### src/rtl/ice40_serdes_pkg.sv
// ice40_serdes_pkg
//   Shared definitions for the iCE40 SERDES receive-phase training controller:
//   default parameter values, FSM state encoding and the per-tap quality type.
package ice40_serdes_pkg;

  localparam int TAP_W_DEF      = 3;
  localparam int SETTLE_CYC_DEF = 16;
  localparam int DWELL_LOG2_DEF = 8;

  // FSM state encoding (plain constants so older tools and netlists map 1:1)
  typedef logic [3:0] state_t;
  localparam state_t ST_IDLE      = 4'd0;
  localparam state_t ST_WAIT_LOCK = 4'd1;
  localparam state_t ST_APPLY     = 4'd2;
  localparam state_t ST_SETTLE    = 4'd3;
  localparam state_t ST_DWELL     = 4'd4;
  localparam state_t ST_EVAL      = 4'd5;
  localparam state_t ST_FINISH    = 4'd6;
  localparam state_t ST_READY     = 4'd7;
  localparam state_t ST_FAIL      = 4'd8;

  // Verdict for one swept tap after its dwell window
  typedef enum logic [1:0] {
    TAP_GOOD    = 2'd0,
    TAP_NOVALID = 2'd1,
    TAP_ERROR   = 2'd2
  } tap_qual_e;

endpackage

### src/rtl/ice40_serdes_eye_track.sv
// ice40_serdes_eye_track
//   Run tracker for the tap sweep. Keeps the current run of good taps and the
//   widest run seen so far (earliest wins ties; no wrap from last tap to 0).
//   Ports:
//     clk_1x, rst_n     : clock, async active-low reset
//     i_clear           : drop all run state (new sweep / abort)
//     i_eval            : one tap verdict is presented this cycle
//     i_good            : verdict of that tap
//     i_tap             : index of that tap
//     o_best_len_nxt    : widest run length including this cycle's verdict
//     o_center_nxt      : floor centre of that run (meaningful when len >= 1)
module ice40_serdes_eye_track
  import ice40_serdes_pkg::*;
#(
  parameter int TAP_W = TAP_W_DEF
) (
  input  logic             clk_1x,
  input  logic             rst_n,
  input  logic             i_clear,
  input  logic             i_eval,
  input  logic             i_good,
  input  logic [TAP_W-1:0] i_tap,
  output logic [TAP_W:0]   o_best_len_nxt,
  output logic [TAP_W-1:0] o_center_nxt
);

  logic [TAP_W-1:0] r_cur_start, r_best_start;
  logic [TAP_W:0]   r_cur_len,   r_best_len;

  logic [TAP_W-1:0] w_cur_start_n, w_best_start_n, w_run_start, w_len_m1;
  logic [TAP_W:0]   w_cur_len_n,   w_best_len_n,   w_run_len;

  always_comb begin
    w_run_len      = r_cur_len + 1'b1;
    w_run_start    = (r_cur_len == '0) ? i_tap : r_cur_start;
    w_cur_start_n  = r_cur_start;
    w_cur_len_n    = r_cur_len;
    w_best_start_n = r_best_start;
    w_best_len_n   = r_best_len;
    if (i_clear) begin
      w_cur_start_n  = '0;
      w_cur_len_n    = '0;
      w_best_start_n = '0;
      w_best_len_n   = '0;
    end else if (i_eval) begin
      if (i_good) begin
        w_cur_start_n = w_run_start;
        w_cur_len_n   = w_run_len;
        if (w_run_len > r_best_len) begin
          w_best_start_n = w_run_start;
          w_best_len_n   = w_run_len;
        end
      end else begin
        w_cur_len_n = '0;
      end
    end
  end

  always_ff @(posedge clk_1x or negedge rst_n) begin
    if (!rst_n) begin
      r_cur_start  <= '0;
      r_cur_len    <= '0;
      r_best_start <= '0;
      r_best_len   <= '0;
    end else begin
      r_cur_start  <= w_cur_start_n;
      r_cur_len    <= w_cur_len_n;
      r_best_start <= w_best_start_n;
      r_best_len   <= w_best_len_n;
    end
  end

  // len-1 always fits TAP_W bits when len >= 1 (a full-width run of 2**TAP_W
  // has zero low bits and wraps to all ones, which is exactly len-1).
  assign w_len_m1       = w_best_len_n[TAP_W-1:0] - 1'b1;
  assign o_center_nxt   = w_best_start_n + (w_len_m1 >> 1);
  assign o_best_len_nxt = w_best_len_n;

endmodule

### src/rtl/ice40_serdes_train.sv
// ice40_serdes_train
//   Link bring-up and receive-phase training controller (clk_1x domain).
//   Sweeps every receive tap, scores each against the training pattern,
//   programs the centre of the widest contiguous good window and then holds
//   ready until lock is lost (automatic retrain) or start is pulsed.
//   Ports:
//     clk_1x, rst_n        : clock, async active-low reset
//     pll_lock             : raw PLL lock (synchronised internally, 2 FF)
//     start                : single-cycle (re)train request
//     rx_valid, rx_match   : per-word status from the datapath
//     tap_sel, tap_stb     : tap applied to the datapath, pulse on change
//     busy, ready, fail    : training status (fail sticky until next run)
//     done                 : one-cycle pulse at the end of a sweep
//     best_tap, eye_width  : chosen tap and width of the widest good run
module ice40_serdes_train
  import ice40_serdes_pkg::*;
#(
  parameter int TAP_W      = TAP_W_DEF,
  parameter int SETTLE_CYC = SETTLE_CYC_DEF,
  parameter int DWELL_LOG2 = DWELL_LOG2_DEF
) (
  input  logic             clk_1x,
  input  logic             rst_n,
  input  logic             pll_lock,
  input  logic             start,
  input  logic             rx_valid,
  input  logic             rx_match,
  output logic [TAP_W-1:0] tap_sel,
  output logic             tap_stb,
  output logic             busy,
  output logic             ready,
  output logic             fail,
  output logic             done,
  output logic [TAP_W-1:0] best_tap,
  output logic [TAP_W:0]   eye_width
);

  localparam int CNT_W = (DWELL_LOG2 > 8) ? DWELL_LOG2 : 8;
  localparam logic [CNT_W-1:0] SETTLE_LD = CNT_W'(SETTLE_CYC - 1);
  localparam logic [CNT_W-1:0] DWELL_LD  = CNT_W'((1 << DWELL_LOG2) - 1);
  localparam logic [TAP_W-1:0] LAST_TAP  = '1;

  logic             r_lock_s1, r_lock_s2;
  state_t           r_state;
  logic [TAP_W-1:0] r_tap;
  logic [CNT_W-1:0] r_cnt;
  logic             r_seen, r_err;
  logic [TAP_W-1:0] r_tap_sel, r_best_tap;
  logic [TAP_W:0]   r_eye_width;
  logic             r_tap_stb, r_busy, r_ready, r_fail, r_done;

  tap_qual_e        w_qual;
  logic             w_good, w_sweeping, w_abort, w_restart, w_clear, w_eval;
  logic [TAP_W:0]   w_best_len_nxt;
  logic [TAP_W-1:0] w_center_nxt;

  always_ff @(posedge clk_1x or negedge rst_n) begin
    if (!rst_n) begin
      r_lock_s1 <= 1'b0;
      r_lock_s2 <= 1'b0;
    end else begin
      r_lock_s1 <= pll_lock;
      r_lock_s2 <= r_lock_s1;
    end
  end

  always_comb begin
    if (!r_seen)     w_qual = TAP_NOVALID;
    else if (r_err)  w_qual = TAP_ERROR;
    else             w_qual = TAP_GOOD;
  end
  assign w_good = (w_qual == TAP_GOOD);

  assign w_sweeping = (r_state == ST_APPLY) || (r_state == ST_SETTLE) ||
                      (r_state == ST_DWELL) || (r_state == ST_EVAL);
  assign w_abort    = w_sweeping && !r_lock_s2;
  // Entry into a fresh sweep: explicit request from a resting state, or lock
  // loss while trained.
  assign w_restart  = (start && ((r_state == ST_IDLE) || (r_state == ST_FAIL))) ||
                      ((r_state == ST_READY) && (start || !r_lock_s2));
  assign w_clear    = w_restart || w_abort;
  assign w_eval     = (r_state == ST_EVAL) && !w_abort;

  ice40_serdes_eye_track #(.TAP_W(TAP_W)) u_eye (
    .clk_1x         (clk_1x),
    .rst_n          (rst_n),
    .i_clear        (w_clear),
    .i_eval         (w_eval),
    .i_good         (w_good),
    .i_tap          (r_tap),
    .o_best_len_nxt (w_best_len_nxt),
    .o_center_nxt   (w_center_nxt)
  );

  // Outputs are registered on the edge that enters the state they belong to,
  // so tap_stb is visible during APPLY/FINISH and done during FINISH; ready
  // then rises one cycle later with READY.
  always_ff @(posedge clk_1x or negedge rst_n) begin
    if (!rst_n) begin
      r_state     <= ST_IDLE;
      r_tap       <= '0;
      r_cnt       <= '0;
      r_seen      <= 1'b0;
      r_err       <= 1'b0;
      r_tap_sel   <= '0;
      r_tap_stb   <= 1'b0;
      r_busy      <= 1'b0;
      r_ready     <= 1'b0;
      r_fail      <= 1'b0;
      r_done      <= 1'b0;
      r_best_tap  <= '0;
      r_eye_width <= '0;
    end else begin
      r_tap_stb <= 1'b0;
      r_done    <= 1'b0;
      if (w_abort) begin
        r_state <= ST_WAIT_LOCK;
        r_tap   <= '0;
      end else if (w_restart) begin
        r_state <= ST_WAIT_LOCK;
        r_tap   <= '0;
        r_busy  <= 1'b1;
        r_ready <= 1'b0;
        r_fail  <= 1'b0;
      end else begin
        case (r_state)
          ST_WAIT_LOCK: begin
            if (r_lock_s2) begin
              r_state   <= ST_APPLY;
              r_tap_sel <= r_tap;
              r_tap_stb <= 1'b1;
            end
          end
          ST_APPLY: begin
            r_state <= ST_SETTLE;
            r_cnt   <= SETTLE_LD;
          end
          ST_SETTLE: begin
            if (r_cnt == '0) begin
              r_state <= ST_DWELL;
              r_cnt   <= DWELL_LD;
              r_seen  <= 1'b0;
              r_err   <= 1'b0;
            end else begin
              r_cnt <= r_cnt - 1'b1;
            end
          end
          ST_DWELL: begin
            r_seen <= r_seen | rx_valid;
            r_err  <= r_err | (rx_valid & ~rx_match);
            if (r_cnt == '0) r_state <= ST_EVAL;
            else             r_cnt   <= r_cnt - 1'b1;
          end
          ST_EVAL: begin
            r_tap_stb <= 1'b1;
            if (r_tap == LAST_TAP) begin
              r_state <= ST_FINISH;
              r_done  <= 1'b1;
              if (w_best_len_nxt != '0) begin
                r_best_tap  <= w_center_nxt;
                r_eye_width <= w_best_len_nxt;
                r_tap_sel   <= w_center_nxt;
              end else begin
                r_best_tap  <= '0;
                r_eye_width <= '0;
                r_tap_sel   <= '0;
                r_fail      <= 1'b1;
              end
            end else begin
              r_state   <= ST_APPLY;
              r_tap     <= r_tap + 1'b1;
              r_tap_sel <= r_tap + 1'b1;
            end
          end
          ST_FINISH: begin
            r_busy <= 1'b0;
            if (r_fail) begin
              r_state <= ST_FAIL;
            end else begin
              r_state <= ST_READY;
              r_ready <= 1'b1;
            end
          end
          ST_IDLE, ST_READY, ST_FAIL: ;
          default: r_state <= ST_IDLE;
        endcase
      end
    end
  end

  assign tap_sel   = r_tap_sel;
  assign tap_stb   = r_tap_stb;
  assign busy      = r_busy;
  assign ready     = r_ready;
  assign fail      = r_fail;
  assign done      = r_done;
  assign best_tap  = r_best_tap;
  assign eye_width = r_eye_width;

endmodule

### config.mk
export PLATFORM = sky130hd
export DESIGN_NAME = ice40_serdes_train
export DESIGN_NICKNAME = d
export VERILOG_FILES = /design/src/rtl/ice40_serdes_pkg.sv /design/src/rtl/ice40_serdes_eye_track.sv /design/src/rtl/ice40_serdes_train.sv
export SDC_FILE = /design/constraint.sdc
export NUM_CORES = 1
export LEC_CHECK = 0
export CORE_MARGIN = 2
export CORE_UTILIZATION = 30
export CTS_CLUSTER_SIZE = 20
export DETAILED_ROUTE_END_ITERATION = 10
export PLACE_DENSITY = 0.58
export SETUP_SLACK_MARGIN = 0.2
export SLEW_MARGIN = 20
export SYNTH_ARGS = -nofsm -noshare
export SYNTH_HDL_FRONTEND = slang
export SYNTH_HIERARCHICAL = 1
export SYNTH_SLANG_ARGS = --single-unit
### constraint.sdc
create_clock -name clk_1x -period 6.3 [get_ports clk_1x]
set_clock_uncertainty 0.1 [all_clocks]
set_input_delay 1.575 -clock clk_1x [delete_from_list [all_inputs] [get_ports clk_1x]]
set_output_delay 1.575 -clock clk_1x [all_outputs]
set_load 0.01 [all_outputs]
# Word-level counts from Yosys, hierarchy flattened
# Cells that the tools add are included.
# totals
input_bits	6
wordCells	145
reg_bits	48
out_inout_bits	15
# classes
n_mux	57
addsub	5
reduce_logical	38
bitwise	6
order_cmp	1
eq_ne	19
# op_table
cell	n
4-bit two-way mux	14
3-bit two-way mux	16
4-bit one-hot mux with 7 select lines	1
8-bit one-hot mux with 3 select lines	1
4-bit AND reduction	6
1-bit two-way mux	17
4-bit by 3-bit == test with 1-bit output, second input constant	4
8-bit two-way mux	2
2-bit nonzero test	7
4-bit by 2-bit == test with 1-bit output, second input constant	2
4-bit logical NOT	2
8-bit logical NOT	1
4-bit by 3-bit inequality test with 1-bit output, second input constant	2
8-bit by 1-bit subtractor with 8-bit output, second input constant	1
1-bit logical OR	7
2-bit inequality test, second input constant	3
3-bit inequality test, second input constant	2
1-bit one-hot mux with 2 select lines	3
3-bit one-hot mux with 2 select lines	1
2-bit AND reduction	3
3-bit nonzero test	2
4-bit by 1-bit adder with 4-bit output, second input constant	1
4-bit by 1-bit == test with 1-bit output, second input constant	1
4-bit == test, second input constant	1
other kinds (17)	26

# Depth between registers and ports, before layout
# Gate-level depths: netlist of run 1.
# logic_depth
ltp_word	14
ltp_mapped	19
depth_no_buf	18

# Hierarchy
# The synthesis of run 1 kept the hierarchy.
# modules_own_cells
module	cells_each	seq_area_each_um2	n_inst	area_each_um2
ice40_serdes_train	210	850.8	1	1839.3
ice40_serdes_eye_track	88	350.3	1	920.9

# Worst setup path after synthesis of run 1
# OpenSTA, ideal clock, no wires.
# synth_path
kind	in2reg
startpoint	input start
endpoint	register r_tap_sel[0], in the netlist tap_sel[0]
arrival_ps	4127
setup_slack_ps	1940
setup_ps	133
cell_stages	11
path_buffers	2
required_ps	6067
cell_sequence	or3b_2 a21oi_1 a21oi_1 inv_1 clkbuf_1 a21oi_1 or4_1 clkbuf_1 and2_1 a221oi_1 o21ai_0
# synth_between
elab_chain_cells	10
word_cells_on_any_way	15
classes_between	add/sub (2); mux (5); bitwise (1); reduce/logical (7)
# synth_rtl
element	line	source
from (decl)	ice40_serdes_train.sv:25	input logic start,
1-bit logical OR	ice40_serdes_train.sv:80	((r_state == ST_READY) && (start || !r_lock_s2));
1-bit logical AND	ice40_serdes_train.sv:80	
1-bit logical OR *	ice40_serdes_train.sv:79	assign w_restart = (start && ((r_state == ST_IDLE) || (r_state == ST_FAIL))) ||
1-bit logical OR *	ice40_serdes_train.sv:81	assign w_clear = w_restart || w_abort;
named net w_clear	ice40_serdes_train.sv:53	logic w_good, w_sweeping, w_abort, w_restart, w_clear, w_eval;
4-bit two-way mux *	ice40_serdes_eye_track.sv:40	if (i_clear) begin
named net w_best_len_nxt[0]	ice40_serdes_train.sv:54	logic [TAP_W:0] w_best_len_nxt;
3-bit by 1-bit subtractor with 3-bit output	ice40_serdes_eye_track.sv:75	assign w_len_m1 = w_best_len_n[TAP_W-1:0] - 1'b1;
3-bit by 2-bit adder with 3-bit output	ice40_serdes_eye_track.sv:76	assign o_center_nxt = w_best_start_n + (w_len_m1 >> 1);
3-bit two-way mux *	ice40_serdes_train.sv:159	if (w_best_len_nxt != '0) begin
3-bit two-way mux *	ice40_serdes_train.sv:156	if (r_tap == LAST_TAP) begin
3-bit one-hot mux with 2 select lines *	ice40_serdes_train.sv:126	case (r_state)
to (signal assigned)	ice40_serdes_train.sv:130	r_tap_sel <= r_tap;
to (signal assigned)	ice40_serdes_train.sv:162	r_tap_sel <= w_center_nxt;
to (signal assigned)	ice40_serdes_train.sv:172	r_tap_sel <= r_tap + 1'b1;
to (decl)	ice40_serdes_train.sv:48	logic [TAP_W-1:0] r_tap_sel, r_best_tap;
# Mark *: on every way through the listed nets, which the timed path passes. The rest lies on a longest branch.
# A chain may end at the register's enable or synchronous reset.

# Worst setup path after layout of run 1
# layout_path
startpoint	input start
endpoint	register r_tap_sel[2], in the netlist tap_sel[2]
# layout_between
elab_chain_cells	10
word_cells_on_any_way	15
classes_between	add/sub (2); mux (5); bitwise (1); reduce/logical (7)
# layout_rtl
element	line	source
1-bit logical OR	ice40_serdes_train.sv:80	
1-bit logical AND	ice40_serdes_train.sv:80	
1-bit logical OR *	ice40_serdes_train.sv:79	
1-bit logical OR *	ice40_serdes_train.sv:81	
named net w_clear	ice40_serdes_train.sv:53	
4-bit two-way mux *	ice40_serdes_eye_track.sv:40	
named net w_best_len_nxt[2]	ice40_serdes_train.sv:54	
3-bit by 1-bit subtractor with 3-bit output *	ice40_serdes_eye_track.sv:75	
3-bit by 2-bit adder with 3-bit output *	ice40_serdes_eye_track.sv:76	
named net w_center_nxt[2]	ice40_serdes_train.sv:55	logic [TAP_W-1:0] w_center_nxt;
3-bit two-way mux *	ice40_serdes_train.sv:159	
3-bit two-way mux *	ice40_serdes_train.sv:156	
3-bit one-hot mux with 2 select lines *	ice40_serdes_train.sv:126	
# Marked as above.

==> results of run 1 <==
metrics by stage:
stage	instances	setup WS [ns]	hold WS [ns]	power, mW
2_1_floorplan	298	1.94	0.231	0.657
3_3_place_gp	417	1.26	0.256	0.733
3_5_place_dp	417	1.18	0.246	0.740
4_1_cts	425	1.51	0.270	0.938
5_1_grt	425	1.21	0.270	0.999
6_report	425	1.50	0.266	0.926
power groups by stage:
stage | registers [mW] | clock network (mW) | logic [mW]
4_1_cts | 0.405 | 0.204 | 0.330
2_1_floorplan | 0.383 | 0 | 0.274
5_1_grt | 0.414 | 0.212 | 0.373
3_3_place_gp | 0.410 | 0 | 0.324
6_report | 0.405 | 0.195 | 0.326
3_5_place_dp | 0.411 | 0 | 0.329
layer usage:
layer / GRT usage [%] / vias up / wire length, um
met2: 21.3 / 26 / 2890
met5: 0 / - / 0
met4: 4.32 / 0 / 126
met3: 2.16 / 11 / 134
li1: - / 1065 / -
met1: 16.0 / 1045 / 2700
state kept, by name (all words and copies together) (netlist names), 3 cells and up:
name / flops
u_eye/r_best_start: 3
u_eye/r_cur_start: 3
r_tap: 3
eye_width: 4
u_eye/r_best_len: 4
best_tap: 3
u_eye/r_cur_len: 4
r_cnt: 8
tap_sel: 3
r_state: 4
Yosys cell counts, types with 4 or more instances:
library cell / instances
sky130_fd_sc_hd__o21ai_0: 20
sky130_fd_sc_hd__nand2_1: 40
sky130_fd_sc_hd__nor3_1: 7
sky130_fd_sc_hd__a21oi_1: 20
sky130_fd_sc_hd__ha_1: 11
sky130_fd_sc_hd__clkbuf_1: 10
sky130_fd_sc_hd__mux2i_1: 8
sky130_fd_sc_hd__nor2_1: 27
sky130_fd_sc_hd__dfrtp_1: 48
sky130_fd_sc_hd__nor2b_1: 5
sky130_fd_sc_hd__and2_1: 7
sky130_fd_sc_hd__inv_1: 18
sky130_fd_sc_hd__nand3_1: 7
sky130_fd_sc_hd__nand2b_1: 4
how the worst max path moves through the flow:
stage | start | end | slack (ns) | cells past startpoint
2_1_floorplan | start | tap_sel[0] | 1.94 | 11
3_3_place_gp | start | tap_sel[2] | 1.26 | 14
3_5_place_dp | start | tap_sel[2] | 1.18 | 14
4_1_cts | start | tap_sel[2] | 1.51 | 14
5_1_grt | start | tap_sel[2] | 1.21 | 14
6_report | start | tap_sel[2] | 1.50 | 14
layout make-up:
cell class	instances	area, um2	area share, %
flip-flops and latches	48	1200	38.4
clock buffers	7	86.3	2.76
well taps	111	139	4.44
multi-input cells	217	1410	45.1
inverters	19	71.3	2.28
repair buffers	22	210	6.72
clock inverters	1	7.51	0.240
worst register-to-register path, stage by stage (launching register included):
cell	delay [ns]
sky130_fd_sc_hd__dfrtp_1	0.62
sky130_fd_sc_hd__nor2b_1	0.53
sky130_fd_sc_hd__and3_1	0.37
sky130_fd_sc_hd__nand2_2	0.12
sky130_fd_sc_hd__a41oi_2	0.22
sky130_fd_sc_hd__o21a_1	0.39
sky130_fd_sc_hd__mux2i_1	0.16
sky130_fd_sc_hd__or2_1	0.23
sky130_fd_sc_hd__ha_1	0.27
sky130_fd_sc_hd__inv_1	0.04
sky130_fd_sc_hd__ha_1	0.18
sky130_fd_sc_hd__fa_1	0.41
sky130_fd_sc_hd__xor2_2	0.19
sky130_fd_sc_hd__nand3_1	0.09
sky130_fd_sc_hd__a21oi_1	0.14
sky130_fd_sc_hd__a21oi_1	0.05
sky130_fd_sc_hd__o21ai_0	0.14
logic make-up after synthesis:
logic type | Yosys count | share of synthesized area, %
buffers and inverters | 33 | 5.35
XOR/XNOR | 5 | 1.86
adder cells (fa/ha/maj) | 12 | 5.71
flip-flops | 48 | 43.5
multiplexers | 10 | 3.72
AND/OR/NAND/NOR | 115 | 20.6
AO/OA/AOI/OAI | 75 | 19.2
==> results.yml, run 1 <==
status:
  outcome: "finished, final reports clean"
grt:
  overflow: 0
  grt_max_degree: 49
  grt_antenna_before_repair: 0
  grt_first_pass_wirelength_um: 10100
  grt_util_all_layers_pct: 12.5
  first_global_vias: 2141
layout:
  area.growth.synth_to_final_pct: 13.3
  n_fill_cell: 906
  post_route_cells_drive_above_1_share_pct: 8.60
  layout_commonest_cell: "sky130_fd_sc_hd__dfrtp_1"
  post-route-util_pct: 34.5
  fin_nets: 331
  final_design_area_no_fill_um2: 3130
  mostFrequentLayoutCells: "sky130_fd_sc_hd__dfrtp_1 (48), sky130_fd_sc_hd__nand2_1 (40), sky130_fd_sc_hd__nor2_1 (27), sky130_fd_sc_hd__a21oi_1 (20), sky130_fd_sc_hd__o21ai_0 (20)"
  num_antenna_cells: 0
sta:
  fin_tns_setup_ns: 0
  max_clock_freq_ghz: 0.209
  timing.final.max_slew_violations: 0
  final.min_clock_period_ns: 4.80
  relSlewSlack_pct: 44.0
  setup_repair_after_global_routing_missed_its_margin: "false"
  layout_worst_path_cycle_share_pct: 76.1
  finalHoldViolCount: 0
  worstMarginPinSlew_ns: 0.829
  report.final.setup_viol: 0
power_and_ir_drop:
  switch_share_pct: 38.1
  switching_power_mw: 0.353
  irDropWorstVdd_mv: 0.137
  p_int_mw: 0.573
  power.clock.fraction_pct: 21.1
  pwr-share-seq_pct: 43.7
  pwr-share-comb_pct: 35.2
  pwr_density_cell_nw_per_um2: 296
  total_leakage_power_nw: 1.34
route:
  drt.antenna.violating_nets: 0
  vias: 2147
  drcViolationCount: 0
  finalWirelength_um: 5860
  wl_per_cell_um: 13.8
  post_drt_via_cell_ratio: 5.05
  first_pass_iters: 4
  drt-initial-drc-count: 72
setup_path:
  cp_num_buf_inv: 3
  critical_path_class: "in -> reg"
  worst_endpoint_required_time_ns: 6.43
  r2r-start: "r_state[2]"
  worst_setup_path_start_kind: "primary input"
  cp_endpoint_kind: "flop"
  cp_top_family: "buffers and inverters"
  timing.critical_path.mode_cell: "sky130_fd_sc_hd__a21oi_1"
  timing.reg2reg.worst_path_depth: 16
  cp_slowest_stage_delay_ns: 0.53
  slack_of_the_worst_reg_to_reg_path_ns: 1.97
  worst-path-max-fanout: 14
  cp.arrival_ns: 4.92
  worstReg2RegEnd: "tap_sel[2]"
  cp_cell_sequence: "clkdlybuf4s50_1, or3b_2, a21oi_1, a21oi_1, inv_1, inv_1, o211a_4, xor2_1, fa_1, xor2_2, nand3_1, a21oi_1, a21oi_1, o21ai_0"
  slowest_stage: "sky130_fd_sc_hd__clkdlybuf4s50_1"
synth:
  synthesis.area_per_instance_um2: 9.26
  synth_flop_cell: "sky130_fd_sc_hd__dfrtp_1"
  post_synth_inst_count: 298
  postSynth.asyncResetShare_pct: 100
  synth-warning-count: 6
  synth_seq_area_share_pct: 43.5
  synth_top_area_cell: "sky130_fd_sc_hd__dfrtp_1"
  mappedNetlistArea_um2: 2760
  synth_edf_count: 0
  synth_nets: 316
  synthDominantCellAreaShare_pct: 43.5
  cell_types_with_the_largest_area_share_after_synthesis: "sky130_fd_sc_hd__dfrtp_1 (44%), sky130_fd_sc_hd__nand2_1 (5.4%), sky130_fd_sc_hd__ha_1 (5.0%)"
  synth_seq_cells: 48
  synth.distinct_cells: 58
placed_design:
  port-buffer-count: 20
  hpwl_um: 4390
  post_dp_cell_area_um2: 3030
  place.gp.congestion: 0.864
min_path:
  holdCritStartpoint: "r_lock_s1"
  holdCritPathClass: "reg -> reg"
  holdPathStages: 0
  hold_path_end: "r_lock_s2"
cts:
  clock_path_buffers: 2
  cts_hold_buffers: 0
  clock_latency_ns: 0.31
  tritoncts: "done"
  clk_transition_reported_paths_ns: 0.09
  cts_inserted_buffers: 5
  cts_resized: 0
  clock-sinks: 48
  cts_setup_buffers: 0
  cts_htree_levels: 2
  buffer_cell_driving_the_clock_tree_root: "sky130_fd_sc_hd__clkbuf_8"
floorplanning:
  start_util_pct: 30.4
  die_x_um: 99.9
  placement_rows: 35
  dieHeight_um: 99.9
  ioPinCount: 21
  floorplan.die_area_um2: 9980
  design.core.area_um2: 9060
flow_run:
  timing.max_cap.violations: 0
(Power assumes the default switching activity.)
==> run 2, diff against run 1 <==
==> constraint.sdc (replaced) <==
create_clock -name clk_1x -period 4.98 [get_ports clk_1x]
set_clock_uncertainty 0.1 [all_clocks]
set_input_delay 1.245 -clock clk_1x [delete_from_list [all_inputs] [get_ports clk_1x]]
set_output_delay 1.245 -clock clk_1x [all_outputs]
set_load 0.01 [all_outputs]
==> results.yml, run 2 (synthesis results as in run 1) <==
status:
  outcome: "finished, final reports clean"
floorplanning:
  ioPinCount: 21
  start_util_pct: 30.4
  floorplan.die_area_um2: 9980
  dieHeight_um: 99.9
  placement_rows: 35
  die_x_um: 99.9
  design.core.area_um2: 9060
min_path:
  holdCritStartpoint: "r_lock_s1"
  holdPathStages: 0
  holdCritPathClass: "reg -> reg"
setup_path:
  worst_endpoint_required_time_ns: 5.11
  cp_endpoint_kind: "flop"
  worst_setup_path_startpoint: "start"
  cp.arrival_ns: 4.44
  critical_path_class: "in -> reg"
  slack_of_the_worst_reg_to_reg_path_ns: 0.67
  r2r-start: "r_state[2]"
  timing.reg2reg.worst_path_depth: 16
  worst-path-max-fanout: 9
  worst_setup_path_start_kind: "primary input"
sta:
  finalHoldViolCount: 0
  max_clock_freq_ghz: 0.232
  layout_worst_path_cycle_share_pct: 86.5
  relSlewSlack_pct: 38.4
  setup_repair_after_global_routing_missed_its_margin: "false"
  final.min_clock_period_ns: 4.31
  worstMarginPinSlew_ns: 0.912
  layout_setup_ws_ns: 0.672
  fin_tns_setup_ns: 0
  timing.final.max_slew_violations: 0
  report.final.setup_viol: 0
power_and_ir_drop:
  irDropWorstVdd_mv: 0.171
  pwr_density_cell_nw_per_um2: 369
  switch_share_pct: 38.2
  total_leakage_power_nw: 1.34
  p_int_mw: 0.712
  switching_power_mw: 0.440
  pwr-share-seq_pct: 42.7
  power.clock.fraction_pct: 19.6
  pwr-share-comb_pct: 37.8
cts:
  cts_inserted_buffers: 5
  cts_hold_buffers: 0
  cts_resized: 0
  tritoncts: "done"
  clock_path_buffers: 2
  clk_transition_reported_paths_ns: 0.09
  cts_htree_levels: 2
  buffer_cell_driving_the_clock_tree_root: "sky130_fd_sc_hd__clkbuf_8"
  cts_setup_buffers: 0
  clock-sinks: 48
  clock_latency_ns: 0.30
route:
  first_pass_iters: 4
  drt-initial-drc-count: 134
  vias: 2127
  wl_per_cell_um: 13.6
  post_drt_via_cell_ratio: 5.00
  drcViolationCount: 0
  finalWirelength_um: 5770
  drt.antenna.violating_nets: 0
grt:
  overflow: 0
  grt_util_all_layers_pct: 12.4
  grt_first_pass_wirelength_um: 9930
  first_global_vias: 2053
  grt_max_degree: 49
  grt_antenna_before_repair: 0
placed_design:
  pre_cts_ws_ns: 0.368
  hpwl_um: 4250
  port-buffer-count: 20
  place.gp.congestion: 0.883
layout:
  num_antenna_cells: 0
  regMostFlops: "r_cnt"
  largest_register_ff_count: 8
  post_route_cells_drive_above_1_share_pct: 8.60
  layout_commonest_cell: "sky130_fd_sc_hd__dfrtp_1"
  area.growth.synth_to_final_pct: 13.0
  fin_nets: 332
  post-route-util_pct: 34.4
  mostFrequentLayoutCells: "sky130_fd_sc_hd__dfrtp_1 (48), sky130_fd_sc_hd__nand2_1 (40), sky130_fd_sc_hd__nor2_1 (27), sky130_fd_sc_hd__a21oi_1 (20), sky130_fd_sc_hd__o21ai_0 (20)"
flow_run:
  timing.max_cap.violations: 0
run 2: cell types whose count changed in the layout (fill, tap and decap cells not counted):
cell,before,now
sky130_fd_sc_hd__buf_4,2,3
sky130_fd_sc_hd__clkbuf_8,6,5
sky130_fd_sc_hd__clkinv_2,0,1
sky130_fd_sc_hd__clkinvlp_4,1,0
run 2: area by class of cell:
cell class / count / area, um2
clock buffers: 6 / 72.6
clock inverters: 1 / 5.00
fillers: 892 / 5950
inverters: 19 / 71.3
multi-input cells: 217 / 1410
flip-flops and latches: 48 / 1200
well taps: 111 / 139
repair buffers: 23 / 218
run 2: final timing paths:
| check | end |
|---|---|
| min reg2reg | r_lock_s2 |
| max reg2reg | tap_sel[2] |
| max in group asynchronous | busy |
| min | r_lock_s2 |
| max | tap_sel[2] |
| min in group asynchronous | eye_width[3] |
run 2: metrics by stage:
| stage | cells | hold slack [ns] | area [um2] | power (mW) |
|---|---|---|---|---|
| after global placement | 418 | 0.250 | 3040 | 0.934 |
| after CTS | 425 | 0.268 | 3120 | 1.16 |
| after floorplan | 298 | 0.231 | 2760 | 0.832 |
| final | 425 | 0.266 | 3120 | 1.15 |
| after global routing | 425 | 0.281 | 3120 | 1.24 |
| after detailed placement | 418 | 0.238 | 3040 | 0.937 |
run 2: per-layer routing:
layer	vias up	routed length [um]	share of wire (%)	track usage, %
met5	-	0	0	0
met4	0	157	2.7	5.27
met3	12	128	2.2	2.58
met2	23	2800	48	20.7
met1	1025	2690	47	15.7
li1	1067	-	-	-
run 2: critical path: stages:
cell                              delay [ns]
sky130_fd_sc_hd__clkdlybuf4s50_1        0.53
sky130_fd_sc_hd__or3b_2                 0.45
sky130_fd_sc_hd__a21oi_1                0.28
sky130_fd_sc_hd__a21oi_1                0.16
sky130_fd_sc_hd__inv_1                  0.26
sky130_fd_sc_hd__inv_1                  0.12
sky130_fd_sc_hd__o211a_4                0.17
sky130_fd_sc_hd__xor2_1                 0.15
sky130_fd_sc_hd__fa_1                   0.44
sky130_fd_sc_hd__xor2_2                 0.18
sky130_fd_sc_hd__nand3_1                0.09
sky130_fd_sc_hd__a21oi_1                0.14
sky130_fd_sc_hd__a21oi_1                0.05
sky130_fd_sc_hd__o21ai_0                0.15
run 2: power groups by stage:
stage | Combinational [mW] | Clock, mW | Sequential, mW
2_1_floorplan | 0.347 | 0 | 0.485
3_3_place_gp | 0.435 | 0 | 0.499
3_5_place_dp | 0.437 | 0 | 0.500
4_1_cts | 0.439 | 0.233 | 0.492
5_1_grt | 0.494 | 0.248 | 0.502
6_report | 0.435 | 0.225 | 0.491
